[config.mk]
export PLATFORM = sky130hd
export DESIGN_NAME = fetch_queue
export DESIGN_NICKNAME = d
export VERILOG_FILES = /design/src/rtl/cpu_pkg.sv /design/src/rtl/sync_fifo.sv /design/src/rtl/fetch_queue.sv
export SDC_FILE = /design/constraint.sdc
export NUM_CORES = 1
export LEC_CHECK = 0
export BUFFER_PORTS_ARGS = -buffer_cell sky130_fd_sc_hd__buf_2
export CAP_MARGIN = 10
export CORE_MARGIN = 2
export CORE_UTILIZATION = 50
export CTS_CLUSTER_SIZE = 8
export DETAILED_ROUTE_END_ITERATION = 7
export GPL_ROUTABILITY_DRIVEN = 0
export GPL_TIMING_DRIVEN = 0
export HOLD_SLACK_MARGIN = 0.15
export PLACE_DENSITY = 0.72
export SETUP_SLACK_MARGIN = 0.4
export SYNTH_ARGS = -nofsm -noshare
export SYNTH_HDL_FRONTEND = slang
export SYNTH_SLANG_ARGS = --single-unit
[constraint.sdc]
create_clock -name i_clk -period 10.2 [get_ports i_clk]
set_input_delay 1.02 -clock i_clk [delete_from_list [all_inputs] [get_ports i_clk]]
set_output_delay 1.02 -clock i_clk [all_outputs]
set_load 0.01 [all_outputs]
[src/rtl/cpu_pkg.sv]
// Shared CPU front-end types: default widths and the fetch queue entry payload.
package cpu_pkg;

  localparam int unsigned XLEN        = 32;
  localparam int unsigned FETCH_DEPTH = 4;

  typedef struct packed {
    logic [XLEN-1:0] pc;
    logic [XLEN-1:0] instr;
  } fetch_entry_t;

  // Width of an occupancy counter able to hold 0..depth inclusive.
  function automatic int unsigned cnt_width(input int unsigned depth);
    return $clog2(depth) + 1;
  endfunction

endpackage

[src/rtl/sync_fifo.sv]
// Single-clock FIFO with synchronous clear; push while full is accepted only
// together with a pop, pop while empty is ignored.
module sync_fifo
  import cpu_pkg::*;
#(
  parameter int unsigned WIDTH = 8,
  parameter int unsigned DEPTH = 4
) (
  input  logic                     clk,
  input  logic                     rst_n,
  input  logic                     clear_i,
  input  logic                     push_i,
  input  logic                     pop_i,
  input  logic [WIDTH-1:0]         wdata_i,
  output logic [WIDTH-1:0]         rdata_o,
  output logic                     full_o,
  output logic                     empty_o,
  output logic [$clog2(DEPTH):0]   count_o
);

  localparam int unsigned AW = $clog2(DEPTH);
  localparam int unsigned CW = cnt_width(DEPTH);

  logic [WIDTH-1:0] mem_q [DEPTH];
  logic [AW-1:0]    wr_ptr_q, wr_ptr_d;
  logic [AW-1:0]    rd_ptr_q, rd_ptr_d;
  logic [CW-1:0]    cnt_q, cnt_d;
  logic             do_push_c, do_pop_c;

  assign empty_o = (cnt_q == '0);
  assign full_o  = (cnt_q == CW'(DEPTH));
  assign count_o = cnt_q;
  assign rdata_o = mem_q[rd_ptr_q];

  always_comb begin
    do_pop_c  = pop_i && !empty_o;
    do_push_c = push_i && (!full_o || do_pop_c);
    wr_ptr_d  = wr_ptr_q;
    rd_ptr_d  = rd_ptr_q;
    cnt_d     = cnt_q;
    if (clear_i) begin
      wr_ptr_d = '0;
      rd_ptr_d = '0;
      cnt_d    = '0;
    end else begin
      if (do_push_c) wr_ptr_d = wr_ptr_q + AW'(1);
      if (do_pop_c)  rd_ptr_d = rd_ptr_q + AW'(1);
      cnt_d = cnt_q + CW'(do_push_c) - CW'(do_pop_c);
    end
  end

  always_ff @(posedge clk or negedge rst_n) begin
    if (!rst_n) begin
      wr_ptr_q <= '0;
      rd_ptr_q <= '0;
      cnt_q    <= '0;
    end else begin
      wr_ptr_q <= wr_ptr_d;
      rd_ptr_q <= rd_ptr_d;
      cnt_q    <= cnt_d;
    end
  end

  // Storage needs no reset; validity is tracked by the counter.
  always_ff @(posedge clk) begin
    if (do_push_c && !clear_i) mem_q[wr_ptr_q] <= wdata_i;
  end

endmodule

[src/rtl/fetch_queue.sv]
// Instruction fetch queue with credit-based request issue and flush discard.
// Optional macro FETCH_QUEUE_BYPASS_EN: responses to an empty queue reach decode same cycle.
module fetch_queue #(
  parameter int unsigned DEPTH = cpu_pkg::FETCH_DEPTH,
  parameter int unsigned XLEN  = cpu_pkg::XLEN
) (
  input  logic            i_clk,
  input  logic            i_rst,
  input  logic [XLEN-1:0] pc,
  input  logic            flush,
  output logic            stall_pc,
  output logic            imem_req_valid,
  output logic [XLEN-1:0] imem_req_addr,
  input  logic            imem_req_ready,
  input  logic            imem_rsp_valid,
  input  logic [XLEN-1:0] imem_rsp_data,
  output logic            dec_valid,
  output logic [XLEN-1:0] dec_instr,
  output logic [XLEN-1:0] dec_pc,
  input  logic            dec_ready
);

  localparam int unsigned CW = cpu_pkg::cnt_width(DEPTH);
  localparam int unsigned EW = 2 * XLEN;

  logic [CW-1:0]   inflight_q, inflight_d;
  logic [CW-1:0]   discard_q, discard_d;
  logic [CW-1:0]   q_count, t_count, used_c;
  logic [EW-1:0]   q_rdata;
  logic [XLEN-1:0] tag_head;
  logic            q_empty, q_full, t_empty, t_full;
  logic            accept_c, rsp_live_c, q_push_c, q_pop_c;

  assign imem_req_addr = pc;

  // Credit check, request issue and response routing.
  always_comb begin
    used_c         = q_count + inflight_q;
    imem_req_valid = i_rst && !flush && (used_c < CW'(DEPTH)) && !t_full;
    accept_c       = imem_req_valid && imem_req_ready;
    stall_pc       = !(i_rst && (accept_c || flush));
    rsp_live_c     = i_rst && imem_rsp_valid && !flush && (discard_q == '0) && !t_empty;
    q_pop_c        = !q_empty && dec_ready;
`ifdef FETCH_QUEUE_BYPASS_EN
    dec_valid = !q_empty || rsp_live_c;
    dec_pc    = q_empty ? tag_head      : q_rdata[EW-1:XLEN];
    dec_instr = q_empty ? imem_rsp_data : q_rdata[XLEN-1:0];
    q_push_c  = rsp_live_c && !(q_empty && dec_ready) && (!q_full || q_pop_c);
`else
    dec_valid = !q_empty;
    dec_pc    = q_rdata[EW-1:XLEN];
    dec_instr = q_rdata[XLEN-1:0];
    q_push_c  = rsp_live_c && (!q_full || q_pop_c);
`endif
  end

  // Discarded responses are still in flight, so inflight alone returns credit.
  always_comb begin
    inflight_d = inflight_q + CW'(accept_c) - CW'(imem_rsp_valid);
    discard_d  = discard_q;
    if (flush) begin
      discard_d = discard_q + t_count - CW'(imem_rsp_valid);
    end else if (imem_rsp_valid && (discard_q != '0)) begin
      discard_d = discard_q - CW'(1);
    end
  end

  always_ff @(posedge i_clk or negedge i_rst) begin
    if (!i_rst) begin
      inflight_q <= '0;
      discard_q  <= '0;
    end else begin
      inflight_q <= inflight_d;
      discard_q  <= discard_d;
    end
  end

  sync_fifo #(.WIDTH(EW), .DEPTH(DEPTH)) u_queue (
    .clk     (i_clk),
    .rst_n   (i_rst),
    .clear_i (flush),
    .push_i  (q_push_c),
    .pop_i   (q_pop_c),
    .wdata_i ({tag_head, imem_rsp_data}),
    .rdata_o (q_rdata),
    .full_o  (q_full),
    .empty_o (q_empty),
    .count_o (q_count)
  );

  sync_fifo #(.WIDTH(XLEN), .DEPTH(DEPTH)) u_tags (
    .clk     (i_clk),
    .rst_n   (i_rst),
    .clear_i (flush),
    .push_i  (accept_c),
    .pop_i   (rsp_live_c),
    .wdata_i (pc),
    .rdata_o (tag_head),
    .full_o  (t_full),
    .empty_o (t_empty),
    .count_o (t_count)
  );

endmodule
# Word-level counts from Yosys, hierarchy flattened
# Memory sizes are Yosys's and may differ from the RTL's.
# Index checks and enable logic that the tools add are counted.
dict set report totals {
  register_bits 20
  mem_bits_rw 384
  input_bits 70
  out_inout_bits 99
  elab_cells 80
  n_memories 2
}
dict set report op_classes {
  addsub 14
  magnitude_cmp 1
  eq_ne 2
  n_mux 16
  reduce_logical 37
}
# name words width read_ports rd_ports_with_merged_regs wr line_no
set memory_table {}
lappend memory_table {u_queue.mem_q 4 64 1 0 1 sync_fifo.sv:24} ;# logic [WIDTH-1:0] mem_q [DEPTH];
lappend memory_table {u_tags.mem_q 4 32 1 0 1 sync_fifo.sv:24}
# cell n
set op_table {}
lappend op_table {{$logic_and A1 B1 Y1} 18}
lappend op_table {{$mux W2} 8}
lappend op_table {{$mux W3} 4}
lappend op_table {{$sub A3 B1 Y3} 4}
lappend op_table {{$reduce_bool A2 Y1} 5}
lappend op_table {{$add A3 B1 Y3} 3}
lappend op_table {{$logic_not A3 Y1} 3}
lappend op_table {{$add A2 B1 Y2 const B} 4}
lappend op_table {{$add A3 B3 Y3} 2}
lappend op_table {{$eq A3 B3 Y1 const B} 2}
lappend op_table {{$logic_not A1 Y1} 6}
lappend op_table {{$logic_or A1 B1 Y1} 4}
lappend op_table {{$mux W1} 4}
lappend op_table {{$lt A3 B3 Y1 const B} 1}
lappend op_table {{$reduce_bool A3 Y1} 1}
lappend op_table {{$sub A3 B1 Y3 const B} 1}

# Logic depth before layout (Yosys ltp)
# Gate-level depths: netlist of the first run.
dict set report depth {
  depth_word 10
  ltp_mapped 12
  mapped_depth_nobuf 12
}

# Cells and area by module
# A second synthesis of the first run with hierarchy kept.
dict set report unflattened {
  cells_unflattened 682
  hier_area_um2 15651.3
}
# mod instances cells_per_inst area_each_um2 seq_area_each_um2
set by_module_without_submodules {}
lappend by_module_without_submodules {{sync_fifo (u_queue)} 1 379 9718.1 7862.5}
lappend by_module_without_submodules {{sync_fifo (u_tags)} 1 213 5112.4 4018.9}
lappend by_module_without_submodules {fetch_queue 1 90 820.8 150.1}

# Least setup slack after synthesis of the first run
# Ideal clock, no wire load.
dict set report synth_timing {
  path_type {input to register}
  startpoint {input port i_rst}
  endpoint {memory u_queue.mem_q[0][0] in the netlist's numbering (enable)}
  setup_time_ps 429
  arrival_ps 3380
  required_time_ps 9771
  setup_slack_ps 6391
  stages 4
  n_path_buf 0
  cell_sequence {nor4bb_1 -> nand3_1 -> nor2_1 -> and2_1}
}
dict set report synth_via {
  elab_chain_cells 9
}
# element line_no
set synth_rtl {}
lappend synth_rtl {{start, declared} fetch_queue.sv:8} ;# input logic i_rst,
lappend synth_rtl {{$logic_and A1 B1 Y1 (4 in a row)} fetch_queue.sv:42} ;# rsp_live_c = i_rst && imem_rsp_valid && !flush && (discard_q == '0) && !t_empty;
lappend synth_rtl {{$logic_and A1 B1 Y1} fetch_queue.sv:53} ;# q_push_c = rsp_live_c && (!q_full || q_pop_c);
lappend synth_rtl {{$logic_and A1 B1 Y1} sync_fifo.sv:37} ;# do_push_c = push_i && (!full_o || do_pop_c);
lappend synth_rtl {{$logic_and A1 B1 Y1} sync_fifo.sv:66} ;# if (do_push_c && !clear_i) mem_q[wr_ptr_q] <= wdata_i;
lappend synth_rtl {{$mux W1} sync_fifo.sv:66}
lappend synth_rtl {{$mux W1 (not written as such)} sync_fifo.sv:66}
lappend synth_rtl {{end, declared} sync_fifo.sv:24}
# No other way between the ends.

# Final worst setup path of the first run
dict set report layout_timing {
  startpoint {register u_queue.rd_ptr_q[1]}
  endpoint {output port dec_pc[7]}
}
dict set report layout_via {
  elab_chain_cells 1
}
# element line_no
set layout_rtl {}
lappend layout_rtl {{start, declared} sync_fifo.sv:26} ;# logic [AW-1:0] rd_ptr_q, rd_ptr_d;
lappend layout_rtl {{start signal, assigned} sync_fifo.sv:59} ;# rd_ptr_q <= rd_ptr_d;
lappend layout_rtl {{$mem_v2 Z4 W64} --}
lappend layout_rtl {{end, declared} fetch_queue.sv:19} ;# output logic [XLEN-1:0] dec_pc,
# No other way between the ends.

==> impl_metrics.json, run 1 <==
{
  "cts_sinks": 404,
  "ys_types": 36,
  "slew_violations": 0,
  "swShare": 0.2370,
  "met1_usage": 0.2397,
  "clockBufferDepth": 3,
  "num_antenna_cells": 0,
  "outcome": "completed",
  "fin_crit_ns": 3.705,
  "fin_ws_ns": 6.495,
  "cts_root_buf": "clkbuf_16",
  "peakVddDrop_mv": 0.1179,
  "drt-total-wl_um": 27250,
  "grtUsageMet3": 0.03181,
  "fp.dieW_um": 179.7,
  "critical_path_buf_inv_count": 3,
  "grt-busiest-layer": "met2",
  "start_util": 0.5057,
  "grt_use_total": 0.1721,
  "p_leak_nw": 6.321,
  "relSlewSlack": 0.3854,
  "p_int_mw": 3.229,
  "worstMarginPinSlew_ns": 0.9219,
  "max_freq_mhz": 269.9,
  "async_reset_ff_frac": 0.04950,
  "hold_buffers": 0,
  "num_io_pins": 169,
  "crit_type": "reg -> out",
  "cpLargestDelayFamily": "buffers and inverters",
  "powerDensity_nw_per_um2": 229.4,
  "synth-edff-count": 384,
  "setup_viol": 0,
  "synth_top_area_frac": 0.7474,
  "rsz0062_at_grt": "no",
  "synth_warnings": 0,
  "syn_to_final_growth_pct": 19.53,
  "syn_nets": 761,
  "die-area_um2": 32280,
  "clock_latency_ns": 0.57,
  "synth_area_per_cell_um2": 23.13,
  "drt-initial-drc-count": 562,
  "crit_arrival_ns": 2.68,
  "grt_first_pass_wirelength_um": 42610,
  "die_h_um": 179.7,
  "cts_resized": 0,
  "synthTopCellsByCount": "384 x edfxtp_1, 96 x mux4_2, 32 x buf_4, 21 x inv_1",
  "htree_levels": 2,
  "wl_per_cell_um": 20.71,
  "yosysTopAreaCell": "edfxtp_1",
  "fin_util": 0.6045,
  "finalCritPeriodShare": 0.3632,
  "synthCells": 667,
  "syn_area_um2": 15430,
  "synth_flop_cell": "edfxtp_1",
  "ys_ff_latch": 404,
  "drive_gt1_frac": 0.4152,
  "numCtsBuffers": 56,
  "finalNetCount": 991,
  "antenna_found_initial": 0,
  "gr-total-overflow": 0,
  "crit_fanout": 10,
  "antenna_left": 0,
  "cp-start-kind": "flop",
  "postCtsSetupRepairBufs": 0,
  "clk_pin_slew_worst_paths_ns": 0.05,
  "route.detailed.drc": 0,
  "fp.coreArea_um2": 30510,
  "grt_pass1_vias": 7349,
  "cp_slowest_cell": "buf_1",
  "hpwl_um": 17010,
  "worst_ep_required_time_ns": 9.18,
  "fin_tns_setup_ns": 0,
  "n_fill_cell": 2128,
  "dp_slack_ns": 6.302,
  "hold_path_class": "in -> async",
  "vias": 7000,
  "report.final.hold_viol_count": 0,
  "maxCapViolCount": 0,
  "first_pass_iters": 6,
  "skew_ns": 0.02289,
  "grt_max_degree": 50,
  "max_stage_delay_ns": 0.59,
  "port_buffers": 168,
  "cts_tree": "built",
  "p_clk_frac": 0.389,
  "power_frac_comb": 0.161,
  "synth.most_common_cell": "edfxtp_1",
  "path_cells": "clkbuf_1 > buf_1 > mux4_2 > buf_2",
  "synth-seq-area-share": 0.7798,
  "power_frac_seq": 0.450,
  "grtUsageMet2": 0.2763,
  "power.switching_mw": 1.003,
  "row_count": 64,
  "worst_setup_path_end_kind": "output pin",
  "synthTopCellsByArea": "edfxtp_1 75%, mux4_2 14%, dfrtp_1 3.2%",
  "avgViaCountPerCell": 5.319
}
==> cell families (layout without fill, tap and decap cells) <==
logic type      count (synthesis)  in the layout  synth area share
mux                           102            102            0.1444
compound gates                  7              7          0.004461
simple gates                   37             37           0.01314
fa+ha+maj                      24             24           0.02141
flops                         404            404            0.7798
xor+xnor                       16             16          0.009083
buf+inv                        77            330           0.02765
==> metal layers <==
| metal | part of all wire | up-vias |
|---|---|---|
| li1 | - | 3143 |
| met1 | 0.44 | 3605 |
| met2 | 0.48 | 205 |
| met3 | 0.051 | 47 |
| met4 | 0.026 | 0 |
| met5 | 0 | - |
==> power by group through the flow <==
stage	Clock [mW]	Combinational [mW]	Sequential, mW
2_1_floorplan	0	0.470	1.93
3_3_place_gp	0	0.686	1.93
3_5_place_dp	0	0.695	1.93
4_1_cts	1.69	0.702	1.90
5_1_grt	1.76	0.751	1.91
6_report	1.65	0.679	1.90
==> registers in the layout, summed over array words and instances, names as in the netlist <==
name              count
u_queue.wr_ptr_q      2
u_tags.rd_ptr_q       2
u_queue.mem_q       256
discard_q             3
u_tags.count_o        3
u_tags.wr_ptr_q       2
u_tags.mem_q        128
u_queue.rd_ptr_q      2
u_queue.count_o       3
inflight_q            3
==> cells in the final DEF, fill, tap and decap left out, types with 5 or more instances in the layout <==
cell	n
edfxtp_1	384
buf_2	176
buf_4	32
xor2_1	7
dfrtp_1	20
xnor2_1	9
clkbuf_16	56
inv_1	21
nor2_1	12
clkbuf_1	31
buf_1	5
mux4_2	96
ha_1	20
==> path summary, 6_finish.rpt <==
path	from	to	slack [ns]	depth (start not counted)
worst max register to register	u_queue.count_o[1]$_DFF_PN0_	inflight_q[2]$_DFF_PN0_	7.14	12
worst min-delay path	i_rst	u_tags.wr_ptr_q[0]$_DFFE_PN0P_	0.42	1
max in group asynchronous	i_rst	u_queue.count_o[1]$_DFF_PN0_	9.42	1
worst max-delay path	u_queue.rd_ptr_q[1]$_DFFE_PN0P_	dec_pc[7]	6.50	4
worst min register to register	inflight_q[2]$_DFF_PN0_	inflight_q[2]$_DFF_PN0_	0.49	1
min in group i_clk	inflight_q[2]$_DFF_PN0_	inflight_q[2]$_DFF_PN0_	0.49	1
==> area by class of cell <==
type / count / area (um2) / area share
sequential: 404 / 12030 / 0.6524
multi-input combinational: 186 / 2980 / 0.1616
clock buffer: 77 / 1480 / 0.08026
timing repair buffer: 172 / 928.4 / 0.05034
tap: 396 / 495.5 / 0.02687
buffer: 56 / 347.8 / 0.01886
clock inverter: 4 / 98.84 / 0.005360
inverter: 21 / 78.83 / 0.004274
==> stage by stage <==
step | area [um2] | total power, mW | hold WS (ns) | instances
2_1_floorplan | 15430 | 2.396 | 0.4548 | 667
3_3_place_gp | 16760 | 2.619 | 0.4750 | 1231
3_5_place_dp | 16860 | 2.630 | 0.4812 | 1235
4_1_cts | 18440 | 4.292 | 0.4165 | 1316
5_1_grt | 18440 | 4.418 | 0.4402 | 1316
6_report | 18440 | 4.231 | 0.4178 | 1316
Power figures use the tool's default switching activity.
==> run 2: changes to the inputs <==
--- a/config.mk
+++ b/config.mk
@@ -5,6 +5,7 @@
 export SDC_FILE = /design/constraint.sdc
 export NUM_CORES = 1
 export LEC_CHECK = 0
+export ABC_AREA = 1
 export BUFFER_PORTS_ARGS = -buffer_cell sky130_fd_sc_hd__buf_2
 export CAP_MARGIN = 10
 export CORE_MARGIN = 2
@@ -14,7 +15,7 @@
 export GPL_ROUTABILITY_DRIVEN = 0
 export GPL_TIMING_DRIVEN = 0
 export HOLD_SLACK_MARGIN = 0.15
-export PLACE_DENSITY = 0.72
+export PLACE_DENSITY = 0.74
 export SETUP_SLACK_MARGIN = 0.4
 export SYNTH_ARGS = -nofsm -noshare
 export SYNTH_HDL_FRONTEND = slang
==> constraint.sdc (replaced) <==
create_clock -name i_clk -period 3.2 [get_ports i_clk]
set_input_delay 0.32 -clock i_clk [delete_from_list [all_inputs] [get_ports i_clk]]
set_output_delay 0.32 -clock i_clk [all_outputs]
set_load 0.01 [all_outputs]
==> run 2 against run 1 <==
Compared with the run above: combinational power grew to 4.1 times the previous value; total power grew to 3.3 times the previous value; die area is 3.7% higher; sequential power grew to 3.2 times the previous value; largest cell class unchanged; worst setup slack worse by 6.0 ns.
==> impl_metrics.json, run 2 <==
{
  "syn_to_final_growth_pct": 24.80,
  "wl_met3_um": 2369,
  "min_from": "dec_ready",
  "cp-start-kind": "flop",
  "finalNetCount": 1548,
  "synthTopCellsByArea": "edfxtp_1 72%, nor2_1 5.0%, o21ai_0 4.1%",
  "n_fill_cell": 2297,
  "crit_arrival_ns": 2.94,
  "gr-total-overflow": 0,
  "synth-edff-count": 384,
  "layout_common_cells": "384 x edfxtp_1, 206 x nor2_1, 182 x buf_2, 132 x o21ai_0, 96 x o22ai_1",
  "report.final.hold_viol_count": 0,
  "syn_nets": 1236,
  "synth_area_per_cell_um2": 14.02,
  "r2r_start": "discard_q[0]$_DFFE_PN0P_",
  "top_regs": "u_queue.mem_q (256), u_tags.mem_q (128)",
  "powerDensity_nw_per_um2": 702.4,
  "fin_ws_ns": 0.5364,
  "wl_met1_um": 15270,
  "synthTopCellsByCount": "384 x edfxtp_1, 214 x nor2_1, 132 x o21ai_0, 96 x o22ai_1, 44 x o21ai_1",
  "regArea_um2": 12030,
  "yosysTopAreaCell": "edfxtp_1",
  "synth_warnings": 0,
  "fin_tns_setup_ns": 0,
  "regToRegSetupSlack_ns": 0.54,
  "drt-initial-drc-count": 1018,
  "drive_gt1_frac": 0.2429,
  "first_pass_iters": 6,
  "synth-seq-area-share": 0.7517,
  "synth.most_common_cell": "edfxtp_1",
  "synth_top_area_frac": 0.7205,
  "ys_types": 26,
  "clockBufferDepth": 3,
  "top_layer_used": "met4",
  "die-area_um2": 33460,
  "wl_per_cell_um": 19.50,
  "r2r-end": "u_queue.mem_q[3][35]$_DFFE_PP_",
  "grt_pass1_vias": 10080,
  "ys_ff_latch": 404,
  "hold_path_class": "in -> reg",
  "syn_area_um2": 16010,
  "num_io_pins": 169,
  "wl_met2_um": 18040,
  "slew_violations": 0,
  "fp.coreArea_um2": 31560,
  "worstMarginPinSlew_ns": 1.028,
  "largest_reg_flops": 256,
  "clk_pin_slew_worst_paths_ns": 0.05,
  "peakVddDrop_mv": 0.4670,
  "num_antenna_cells": 0,
  "reg2reg_depth": 10,
  "layout_commonest_cell": "edfxtp_1",
  "port_buffers": 168,
  "setup_viol": 0,
  "max_freq_mhz": 375.4,
  "numCtsBuffers": 56,
  "synthCells": 1142,
  "cts_tree": "built",
  "antenna_left": 0,
  "skew_ns": 0.02408,
  "worst_ep_required_time_ns": 3.48,
  "htree_levels": 2,
  "cts_sinks": 404,
  "p_leak_nw": 7.283,
  "async_reset_ff_frac": 0.04950,
  "outcome": "completed",
  "maxCapViolCount": 0,
  "cts_root_buf": "clkbuf_16",
  "top_register": "u_queue.mem_q",
  "rsz0062_at_grt": "yes",
  "hpwl_um": 22570,
  "hold_end": "u_queue.rd_ptr_q[0]$_DFFE_PN0P_",
  "synth_flop_cell": "edfxtp_1",
  "avgViaCountPerCell": 5.496,
  "grt_max_degree": 30,
  "multi_input_area_um2": 3242,
  "vias": 10310,
  "start_util": 0.5072,
  "row_count": 65,
  "crit_start": "discard_q[0]$_DFFE_PN0P_",
  "worst_setup_path_end_kind": "flop",
  "crit_type": "reg -> reg",
  "whs_path_depth": 5,
  "crit_fanout": 17,
  "drt-total-wl_um": 36580,
  "dp_slack_ns": 0.2409,
  "antenna_found_initial": 0,
  "clock_latency_ns": 0.58,
  "die_h_um": 182.9,
  "grt_first_pass_wirelength_um": 54810,
  "total_power_mw": 14.03,
  "relSlewSlack": 0.3124,
  "fp.dieW_um": 182.9,
  "cts_resized": 0,
  "grt_use_total": 0.2147,
  "finalCritPeriodShare": 0.8324,
  "fin_crit_ns": 2.664,
  "route.detailed.drc": 0
}
-- run 2: changes by cell type after synthesis, sizes merged, moves of 8 or more --
cell	delta
buf	+21
o22ai	+96
inv	+25
o21ai	+201
clkbuf	+19
nand2	+30
and2	-8
nor2	+202
mux4	-96
-- run 2: metrics by stage --
| step | hold WS, ns | cell area, um2 | utilization | std cells |
|---|---|---|---|---|
| after floorplan | 0.02441 | 16030 | - | 1142 |
| after global placement | 0.3261 | 17370 | 0.5504 | 1712 |
| after detailed placement | 0.3289 | 17710 | 0.5611 | 1725 |
| after CTS | 0.1590 | 19950 | 0.6321 | 1872 |
| after global routing | 0.2318 | 19970 | 0.6330 | 1876 |
| final | 0.1779 | 19970 | 0.6330 | 1876 |
-- run 2: where the power goes --
group          switching, mW  total [mW]  leakage (nW)  internal (mW)
Sequential            0.0841        6.03          3.72           5.95
Clock                   2.06        5.21         0.743           3.15
Combinational           1.74        2.78          2.82           1.05
Total                   3.88        14.0          7.28           10.2
-- run 2: worst max-delay path by stage --
stage                                           to  slack, ns  cells after the start
floorplan            u_queue.mem_q[0][0]$_DFFE_PP_       0.03                      8
finish              u_queue.mem_q[3][35]$_DFFE_PP_       0.54                     10
detailed placement  u_queue.mem_q[1][38]$_DFFE_PP_       0.24                      7
global route        u_queue.mem_q[3][37]$_DFFE_PP_       0.35                     10
global placement    u_queue.mem_q[3][26]$_DFFE_PP_      -1.61                      5
CTS                 u_queue.mem_q[1][50]$_DFFE_PP_       0.42                     10
-- run 2: logic make-up (layout without fill, tap and decap cells) --
logic type / Yosys count / count (layout) / share of synthesized area
adder cells (fa/ha/maj): 24 / 24 / 0.02064
AND/OR/NAND/NOR: 260 / 262 / 0.06340
AO/OA/AOI/OAI: 301 / 301 / 0.1080
flip-flops: 404 / 404 / 0.7517
buffers and inverters: 142 / 472 / 0.05027
XOR/XNOR: 11 / 11 / 0.006019
-- run 2: area by class of cell --
type,instances,area share
Clock buffer,74,0.07354
Timing Repair Buffer,252,0.09233
Clock inverter,4,0.004009
Multi-Input combinational cell,598,0.1623
Tap cell,402,0.02518
Buffer,96,0.03151
Sequential cell,404,0.6024
Inverter,46,0.008770
-- run 2: routing by layer --
metal  vias to the layer above  global-route usage
li1                       4784                   -
met1                      5084              0.2872
met2                       382              0.3668
met3                        60             0.02899
met4                         0             0.07168
met5                         -                   0
-- run 2: critical path, stage by stage, from the launching register on --
cell,delay (ns)
dfrtp_1,0.39
inv_1,0.11
ha_1,0.15
inv_1,0.04
nor2_1,0.08
nand2_1,0.05
nor2_1,0.20
nand3_2,0.36
nor2_4,0.55
buf_16,0.23
buf_16,0.17
-- run 2: what timing repair did --
| item | in CTS | in global routing |
|---|---|---|
| hold endpoints to repair | 281 | 0 |
| hold buffers | 69 | 0 |
| setup endpoints to repair | 0 | 48 |
| setup buffers | 0 | 2 |
